$ cat config.mk
export PLATFORM = sky130hd
export DESIGN_NAME = sonic_vc_rx_pkt_arbiter
export DESIGN_NICKNAME = d
export VERILOG_FILES = /design/src/rtl/sonic_vc_pkg.sv /design/src/rtl/sonic_vc_rr_arb2.sv /design/src/rtl/sonic_vc_rx_pkt_arbiter.sv
export SDC_FILE = /design/constraint.sdc
export NUM_CORES = 1
export LEC_CHECK = 0
export CAP_MARGIN = 0
export CORE_AREA = 3 3 180 182
export DETAILED_ROUTE_END_ITERATION = 10
export DIE_AREA = 0 0 183 185
export GPL_ROUTABILITY_DRIVEN = 0
export GPL_TIMING_DRIVEN = 0
export SYNTH_ARGS = -nofsm -noshare
export SYNTH_HDL_FRONTEND = slang
export SYNTH_HIERARCHICAL = 1
export SYNTH_SLANG_ARGS = --single-unit
$ cat constraint.sdc
create_clock -name clk -period 7.6 [get_ports clk]
set_input_delay 0.76 -clock clk [delete_from_list [all_inputs] [get_ports clk]]
set_output_delay 0.76 -clock clk [all_outputs]
set_load 0.02 [all_outputs]
$ cat src/rtl/sonic_vc_pkg.sv
// sonic_vc_pkg
// Shared definitions for the RX virtual-channel packet arbiter: default
// widths, the arbiter state encoding and a packed beat record.
package sonic_vc_pkg;

   localparam int DEF_DATA_W  = 128;
   localparam int DEF_EMPTY_W = 2;
   localparam int DEF_CNT_W   = 32;

   // IDLE: between packets; LOCKn: channel n owns the output until its EOP.
   typedef enum logic [1:0] {
      IDLE  = 2'd0,
      LOCK0 = 2'd1,
      LOCK1 = 2'd2
   } arb_state_e;

   typedef struct packed {
      logic [DEF_DATA_W-1:0]  data;
      logic                   sop;
      logic                   eop;
      logic [DEF_EMPTY_W-1:0] empty;
   } beat_t;

endpackage

$ cat src/rtl/sonic_vc_rr_arb2.sv
// sonic_vc_rr_arb2
// Two-requester round-robin picker. A lone request wins outright; when both
// request, the channel that did not win last time is chosen. Purely
// combinational so the grant can drive ready in the same cycle.
module sonic_vc_rr_arb2 (
   input  logic [1:0] req,
   input  logic       last_grant,
   output logic [1:0] gnt
);

   // One-hot grant from the request pair and the previous winner
   always_comb begin
      gnt = 2'b00;
      case (req)
         2'b01:   gnt = 2'b01;
         2'b10:   gnt = 2'b10;
         2'b11:   gnt = last_grant ? 2'b01 : 2'b10;
         default: gnt = 2'b00;
      endcase
   end

endmodule

$ cat src/rtl/sonic_vc_rx_pkt_arbiter.sv
// sonic_vc_rx_pkt_arbiter
// Merges two upstream packet streams into one channelised stream for the RX
// FIFO adapter. A winning channel keeps the output from SOP to EOP, packets
// alternate round-robin, and the output passes through one register stage.
// Non-SOP beats arriving between packets are drained and flagged.
module sonic_vc_rx_pkt_arbiter
   import sonic_vc_pkg::*;
#(
   parameter int DATA_W  = DEF_DATA_W,
   parameter int EMPTY_W = DEF_EMPTY_W,
   parameter int CNT_W   = DEF_CNT_W
) (
   input  logic               clk,
   input  logic               reset_n,
   input  logic               ch0_valid,
   output logic               ch0_ready,
   input  logic [DATA_W-1:0]  ch0_data,
   input  logic               ch0_sop,
   input  logic               ch0_eop,
   input  logic [EMPTY_W-1:0] ch0_empty,
   input  logic               ch1_valid,
   output logic               ch1_ready,
   input  logic [DATA_W-1:0]  ch1_data,
   input  logic               ch1_sop,
   input  logic               ch1_eop,
   input  logic [EMPTY_W-1:0] ch1_empty,
   input  logic               out_ready,
   output logic               out_valid,
   output logic [DATA_W-1:0]  out_data,
   output logic               out_channel,
   output logic               out_sop,
   output logic               out_eop,
   output logic [EMPTY_W-1:0] out_empty,
   input  logic               err_clr,
   output logic [1:0]         err_orphan,
   output logic               err_sop,
   output logic [CNT_W-1:0]   pkt_cnt0,
   output logic [CNT_W-1:0]   pkt_cnt1
);

   arb_state_e         state;
   arb_state_e         state_nxt;
   logic               last_grant;
   logic               last_grant_nxt;
   logic               load_en;
   logic [1:0]         valid_v;
   logic [1:0]         sop_v;
   logic [1:0]         req;
   logic [1:0]         gnt;
   logic [1:0]         ready_v;
   logic [1:0]         orphan_set;
   logic [1:0]         cnt_inc;
   logic               lock_ch;
   logic               fwd_ch;
   logic               fwd_vld;
   logic               sop_err_set;
   logic [DATA_W-1:0]  fwd_data;
   logic               fwd_sop;
   logic               fwd_eop;
   logic [EMPTY_W-1:0] fwd_empty;

   logic               vld_p1;
   logic [DATA_W-1:0]  data_p1;
   logic               ch_p1;
   logic               sop_p1;
   logic               eop_p1;
   logic [EMPTY_W-1:0] empty_p1;

   assign valid_v = {ch1_valid, ch0_valid};
   assign sop_v   = {ch1_sop, ch0_sop};

   // The output slot can take a beat when it is empty or being drained now.
   assign load_en = ~vld_p1 | out_ready;

   // Only packet starts compete for the output, and only between packets.
   assign req = (state == IDLE) ? (valid_v & sop_v) : 2'b00;

   sonic_vc_rr_arb2 u_rr_arb (
      .req        (req),
      .last_grant (last_grant),
      .gnt        (gnt)
   );

   // The channel whose beat would be forwarded this cycle: the locked owner,
   // or the fresh round-robin winner while idle.
   assign lock_ch = (state == LOCK1);
   assign fwd_ch  = (state == IDLE) ? gnt[1] : lock_ch;

   assign fwd_data  = fwd_ch ? ch1_data  : ch0_data;
   assign fwd_sop   = fwd_ch ? ch1_sop   : ch0_sop;
   assign fwd_eop   = fwd_ch ? ch1_eop   : ch0_eop;
   assign fwd_empty = fwd_ch ? ch1_empty : ch0_empty;

   // Next state, upstream handshake and per-cycle event strobes
   always_comb begin
      state_nxt      = state;
      last_grant_nxt = last_grant;
      ready_v        = 2'b00;
      orphan_set     = 2'b00;
      fwd_vld        = 1'b0;
      sop_err_set    = 1'b0;
      cnt_inc        = 2'b00;
      case (state)
         IDLE: begin
            // Orphan beats are swallowed immediately so a stray
            // continuation cannot block the channel's next packet.
            for (int i = 0; i < 2; i++) begin
               if (gnt[i]) begin
                  ready_v[i] = load_en;
               end else if (valid_v[i] && !sop_v[i]) begin
                  ready_v[i]    = 1'b1;
                  orphan_set[i] = 1'b1;
               end
            end
            fwd_vld = (gnt != 2'b00) && load_en;
            if (fwd_vld) begin
               if (fwd_eop) begin
                  last_grant_nxt = fwd_ch;
                  cnt_inc        = fwd_ch ? 2'b10 : 2'b01;
               end else begin
                  state_nxt = fwd_ch ? LOCK1 : LOCK0;
               end
            end
         end
         LOCK0, LOCK1: begin
            ready_v = lock_ch ? {load_en, 1'b0} : {1'b0, load_en};
            fwd_vld = valid_v[lock_ch] && load_en;
            if (fwd_vld) begin
               // A nested SOP is still forwarded; it is only flagged.
               sop_err_set = fwd_sop;
               if (fwd_eop) begin
                  state_nxt      = IDLE;
                  last_grant_nxt = lock_ch;
                  cnt_inc        = lock_ch ? 2'b10 : 2'b01;
               end
            end
         end
         default: begin
            state_nxt = IDLE;
         end
      endcase
   end

   assign ch0_ready = ready_v[0];
   assign ch1_ready = ready_v[1];

   // FSM state register; last_grant starts at 1 so ch0 wins the first tie
   always_ff @(posedge clk or negedge reset_n) begin
      if (!reset_n) begin
         state      <= IDLE;
         last_grant <= 1'b1;
      end else begin
         state      <= state_nxt;
         last_grant <= last_grant_nxt;
      end
   end

   // ---- stage p1: registered output beat ----
   // Output register: load when the slot is free, otherwise hold everything
   always_ff @(posedge clk or negedge reset_n) begin
      if (!reset_n) begin
         vld_p1   <= 1'b0;
         data_p1  <= '0;
         ch_p1    <= 1'b0;
         sop_p1   <= 1'b0;
         eop_p1   <= 1'b0;
         empty_p1 <= '0;
      end else if (load_en) begin
         vld_p1 <= fwd_vld;
         if (fwd_vld) begin
            data_p1  <= fwd_data;
            ch_p1    <= fwd_ch;
            sop_p1   <= fwd_sop;
            eop_p1   <= fwd_eop;
            empty_p1 <= fwd_empty;
         end
      end
   end

   assign out_valid   = vld_p1;
   assign out_data    = data_p1;
   assign out_channel = ch_p1;
   assign out_sop     = sop_p1;
   assign out_eop     = eop_p1;
   assign out_empty   = empty_p1;

   // Forwarded-packet counters, bumped when a packet's EOP is accepted
   always_ff @(posedge clk or negedge reset_n) begin
      if (!reset_n) begin
         pkt_cnt0 <= '0;
         pkt_cnt1 <= '0;
      end else begin
         if (cnt_inc[0]) pkt_cnt0 <= pkt_cnt0 + CNT_W'(1);
         if (cnt_inc[1]) pkt_cnt1 <= pkt_cnt1 + CNT_W'(1);
      end
   end

   // Sticky protocol errors; a new error in the clearing cycle survives
   always_ff @(posedge clk or negedge reset_n) begin
      if (!reset_n) begin
         err_orphan <= 2'b00;
         err_sop    <= 1'b0;
      end else begin
         err_orphan <= orphan_set | (err_orphan & ~{2{err_clr}});
         err_sop    <= sop_err_set | (err_sop & ~err_clr);
      end
   end

endmodule

### Word-level counts from Yosys, hierarchy flattened

Cells that the tools add are included.

* $add $sub $neg: 2
* magnitude comparators: 1
* reduce and logical (&&, ||, !) cells: 13
* multiplexer cells: 39
* equal/unequal tests: 10
* bitwise logic cells: 9

Operators with widths (count)
* $mux W128: 1
* $add A32 B1 Y32 const B: 2
* $mux W2: 15
* $mux W1: 17
* $pmux W2 S2: 3
* $ne A2 B2 Y1 const B: 4
* $eq A2 B2 Y1 const B: 3
* $pmux W2 S3: 1
* $reduce_and A5 Y1: 1
* $and A2 B2 Y2: 2
* $eq A2 B1 Y1 const B: 2
* $logic_and A1 B1 Y1: 4
* $pmux W1 S2: 2
* $reduce_and A4 Y1: 1
* $reduce_bool A2 Y1: 2
* $logic_not A1 Y1: 2
* $logic_not A2 Y1: 1
* $lt A1 B2 Y1 const B: 1
* $ne A2 B1 Y1 const B: 1
* $not A1 Y1: 2
* $not A2 Y2: 1
* $or A1 B1 Y1: 2
* $or A2 B2 Y2: 1
* $reduce_and A2 Y1: 1
* other kinds (2): 2

* bits of input ports: 270
* output and inout bits: 203
* logic and storage cells: 86
* register bits: 204

### Depth between registers and ports, before layout

* depth after elaboration: 9
* gate-level depth with buffers: 12
* gate-level depth less buffers: 9

### By module

Netlist, hierarchy kept.

Modules (own cells, without submodules)
* sonic_vc_rx_pkt_arbiter: seq. area each 5106.1 um2, area an instance 9514.1 um2, times used 1, cells each 919
* sonic_vc_rr_arb2: seq. area each 0.0 um2, area an instance 18.8 um2, times used 1, cells each 3

### Worst setup path after synthesis

OpenSTA, ideal clock, no wires.

* path type: register -> register
* from: register state[0]
* to: register pkt_cnt1[29]
* data required time: 7.520 ns
* arrival time: 3.043 ns
* path buffers: 3
* stages on the path, launching flop included: 12
* library setup time: 0.080 ns
* clock period less this slack: 3.123 ns
* path slack: 4.477 ns
* cell sequence: dfrtp_1 inv_1 ha_1 clkbuf_1 and3_1 a21boi_0 clkbuf_1 or4bb_1 o41a_1 buf_2 nor4_1 xor2_1

* longest elaborated chain between the ends: 9
* elaborated cells between the ends (all ways): 23
* those cells by class: eq/ne (5); mux (13); reduce/logical (5)

Ends and longest elaborated chain
* from (decl): line sonic_vc_rx_pkt_arbiter.sv:41 `arb_state_e state;`
* from (signal assigned): line sonic_vc_rx_pkt_arbiter.sv:153 `state <= state_nxt;`
* $logic_not A2 Y1 *: line sonic_vc_rx_pkt_arbiter.sv:76 `assign req = (state == IDLE) ? (valid_v & sop_v) : 2'b00;`
* $mux W2 *: line sonic_vc_rx_pkt_arbiter.sv:76
* via req[1]: line sonic_vc_rx_pkt_arbiter.sv:48 `logic [1:0] req;`
* $eq A2 B2 Y1 or $eq A2 B1 Y1 (tied branches): line sonic_vc_rr_arb2.sv:14 `case (req)`
* $pmux W2 S3 *: line sonic_vc_rr_arb2.sv:14
* via gnt[1]: line sonic_vc_rx_pkt_arbiter.sv:49 `logic [1:0] gnt;`
* $mux W1: line sonic_vc_rx_pkt_arbiter.sv:87 `assign fwd_ch = (state == IDLE) ? gnt[1] : lock_ch;`
* $mux W1 or $mux W2 (tied branches): line sonic_vc_rx_pkt_arbiter.sv:91, sonic_vc_rx_pkt_arbiter.sv:119
* $mux W2 (on tied branches): line sonic_vc_rx_pkt_arbiter.sv:131, sonic_vc_rx_pkt_arbiter.sv:117
* $mux W2 (on tied branches): line sonic_vc_rx_pkt_arbiter.sv:128, sonic_vc_rx_pkt_arbiter.sv:116
* $pmux W2 S2 *: line sonic_vc_rx_pkt_arbiter.sv:103 `case (state)`
* to (signal assigned): line sonic_vc_rx_pkt_arbiter.sv:194 `if (cnt_inc[1]) pkt_cnt1 <= pkt_cnt1 + CNT_W'(1);`
* to (decl): line sonic_vc_rx_pkt_arbiter.sv:38 `output logic [CNT_W-1:0] pkt_cnt1`

The timed path passes the listed nets; every way through them passes the cells marked *. The select of a mux whose other input is x is not followed.
A chain may end at the register's enable or synchronous reset.

### Worst setup path in the final report

* from: register state[0]
* to: output port ch1_ready

* longest elaborated chain between the ends: 6
* elaborated cells between the ends (all ways): 12
* those cells by class: eq/ne (5); mux (5); reduce/logical (2)

Ends and longest elaborated chain
* $logic_not A2 Y1 *: line sonic_vc_rx_pkt_arbiter.sv:76
* $mux W2 *: line sonic_vc_rx_pkt_arbiter.sv:76
* via req[1]: line sonic_vc_rx_pkt_arbiter.sv:48
* $eq A2 B2 Y1 or $eq A2 B1 Y1 (tied branches): line sonic_vc_rr_arb2.sv:14
* $pmux W2 S3 *: line sonic_vc_rr_arb2.sv:14
* via gnt[1]: line sonic_vc_rx_pkt_arbiter.sv:49
* $mux W1 *: line sonic_vc_rx_pkt_arbiter.sv:108 `if (gnt[i]) begin`
* $pmux W2 S2 *: line sonic_vc_rx_pkt_arbiter.sv:103
* to (decl): line sonic_vc_rx_pkt_arbiter.sv:22 `output logic ch1_ready,`

The timed path passes the listed nets; every way through them passes the cells marked *.

==> metrics.cfg <==
[outcome]
status = finished, final reports clean

[critical_path]
cpLargestDelayFamily = buffers and inverters
path_cells = inv_1, ha_1, clkbuf_1, and3_1, a21boi_0, clkbuf_1, nand2_1, o21ai_0, a22oi_1, nor2_1, clkdlybuf4s50_1
crit_path_max_incr_delay_ps = 650
r2r_slack_ps = 3500
endpoint_kind = output port
cpMaxStageDelayCell = clkdlybuf4s50_1
cp.arrival_ps = 3650
criticalPathCategory = reg -> out
worstPathBufferInverterCount = 4
cp_common_cell = clkbuf_1
crit_cells = 11
cp.required_ps = 6840
r2r-end = out_data[121]
start_kind = register
rr_worst_depth = 11
cp_max_fo = 10
rr_startpoint = state[0]

[hold_path]
worstHoldPathType = in -> async

[cells_and_area]
fin_cells = 1833
area_growth_pct = 62.95
layout-drive-gt1-share_pct = 3.062
fill_cells = 2890
nets = 1697
antennaDiodeCount = 0

[synthesis]
ys_seq_elements = 204
synth-compound-area-share_pct = 8.846
avgSynthCellArea_um2 = 10.34
syn_nets = 1198
synth_edf_count = 0
yosys.area_share.simple_pct = 13.70
muxShareOfSynthArea_pct = 14.52
synth_ff_type = dfrtp_1
post-synth-top-count-cell = dfrtp_1
synth_xor_area_share_pct = 5.696
synth_warnings = 6
synthCells = 922
synth_top_area_cell = dfrtp_1
synth_cell_types = 40
async_reset_ff_share_pct = 100.0
synth_common_cells = dfrtp_1 (203), nand2_1 (160), o21ai_0 (137)
netlist.area_leader.share_pct = 53.29
synth_top_family_by_area = multiplexers
synthTopCellsByArea = dfrtp_1 (53%), mux2i_1 (14%), o21ai_0 (7.2%), nand2_1 (6.3%), xnor2_1 (3.4%)
seq_area_frac_synth_pct = 53.56
synth_area_mm2 = 0.009533
synthAdderAreaFrac_pct = 0.7875

[placement]
pre_cts_ws_ps = 3243
dp_hpwl_um = 27800
io_buffers = 472
place_inst = 1791

[clock_tree]
clk_path_buf_depth = 3
post_cts_buffers = 0
cts-resized-gates = 0
worstSkewPairLatency_ps = 510
path_clk_slew_ps = 50
hold_buffers = 0
cts.htree.levels = 1
cts_tree = built
root_buffer = clkbuf_16
numCtsBuffers = 24
cts_sinks = 204

[global_route]
grt.overflow.total = 0
grt.total_usage_pct = 20.04
grt_pass1_vias = 9117
antenna_found_initial = 0
grt_pass1_wl_um = 52990
grt_max_degree = 104

[floorplanning]
core_area_mm2 = 0.03075
die_y_um = 185
io_pins = 473
row_count = 64
start_util_pct = 31.00
die-area_mm2 = 0.03386
die_w_um = 183

[drt]
drt-total-wl_um = 35000
drc = 0
drt-pass1-iter-count = 4
postRouteAntennaNets = 0
wl_per_cell_um = 19.09
drt_iter0_drc = 286
num_vias = 8772
vias_per_cell = 4.786

[timing]
fmax_ghz = 0.2266
post-route-min-period_ps = 4414
rsz0062_at_grt = no
finalMaxSlewViolations = 0
setup_slack_ps = 3186
worstMarginPinSlew_ps = 960.9
hold_viol = 0
holdWs_ps = 228.3
max_slew_margin_pct = 34.29
clock_skew_ps = 10.82
finalCritPeriodShare_pct = 58.08
final-setup-viol-count = 0

[pwr]
p_per_area_mw_per_mm2 = 382.0
p_leak_uw = 0.007242
vdd_ir_drop_max_mv = 0.2201

[job]
drv_cap = 0

## stage by stage
step | instance area (um2) | setup TNS [ps] | utilization [%] | total power (uW)
final | 15530 | 0 | 50.52 | 5933
after detailed placement | 14790 | 0 | 48.08 | 4904
after floorplan | 9533 | 0 | - | 3379
after global placement | 14750 | -632400 | 47.98 | 4856
after CTS | 15530 | 0 | 50.52 | 6039
after global routing | 15530 | 0 | 50.52 | 6351
## final cells by class
class | instances | area [um2] | area share, %
Clock buffer | 39 | 708.2 | 4.559
Buffer | 53 | 207.7 | 1.337
Inverter | 18 | 67.56 | 0.4350
Clock inverter | 3 | 40.04 | 0.2578
Multi-Input combinational cell | 647 | 4151 | 26.73
Sequential cell | 204 | 5106 | 32.87
Timing Repair Buffer | 473 | 4757 | 30.62
Tap cell | 396 | 495.5 | 3.190
## report_power, final
group,internal [uW],switching [uW],total (uW)
Clock,665,436,1100
Combinational,1310,1810,3120
Sequential,1500,218,1710
Total,3470,2470,5930
## kinds of logic (layout without fill, tap and decap cells)
logic type / Yosys count / count (layout)
simple gates: 285 / 285
flops: 204 / 204
compound gates: 156 / 156
mux: 138 / 138
buf+inv: 71 / 586
xor+xnor: 62 / 62
fa+ha+maj: 6 / 6
## cells in the final DEF (no fill, tap or decap), types with 3 or more instances in the layout
| cell | synthesis | final |
|---|---|---|
| inv_1 | 18 | 18 |
| clkbuf_1 | 42 | 53 |
| mux2i_1 | 136 | 136 |
| and3_1 | 12 | 12 |
| buf_1 | 4 | 4 |
| o211ai_1 | 3 | 3 |
| nand4_1 | 19 | 19 |
| buf_2 | 7 | 7 |
| clkdlybuf4s50_1 | 0 | 471 |
| nand2b_1 | 7 | 7 |
| nor2b_1 | 3 | 3 |
| xor2_1 | 25 | 25 |
| ha_1 | 6 | 6 |
| dfrtp_1 | 203 | 203 |
| clkbuf_8 | 0 | 3 |
| and4_1 | 4 | 4 |
| nor4_1 | 10 | 10 |
| o21ai_0 | 137 | 137 |
| nand3_1 | 32 | 32 |
| nor3_1 | 18 | 18 |
| clkbuf_16 | 0 | 25 |
| nor2_1 | 13 | 13 |
| nand2_1 | 160 | 160 |
| xnor2_1 | 37 | 37 |
## per-layer routing
metal / GRT usage (%) / part of all wire [%]
met5: 0 / 0
met1: 22.63 / 38
met4: 4.723 / 2.1
met2: 37.02 / 50
met3: 6.225 / 9.5
## state kept, by name, summed over array words and instances (netlist names), 2 cells and up
name / count
out_data: 128
pkt_cnt0: 32
pkt_cnt1: 32
err_orphan: 2
out_empty: 2
state: 2
## how the worst max path moves through the flow
stage | start | endpoint | slack [ps]
after floorplan | state[0] | pkt_cnt1[29] | 4480
final | state[0] | ch1_ready | 3190
after global routing | state[0] | ch1_ready | 2910
after CTS | state[0] | ch1_ready | 3170
after global placement | reset_n | out_data[2] | -3140
after detailed placement | ch1_sop | out_data[122] | 3240
## worst reg2reg max path: stages (launching register included)
cell	delay, ps
dfrtp_1	390
inv_1	110
ha_1	310
clkbuf_1	370
and3_1	240
a21boi_0	130
mux2i_1	160
buf_2	260
clkbuf_1	680
clkbuf_1	730
mux2i_1	480
o21ai_0	130
Power figures use the tool's default switching activity.
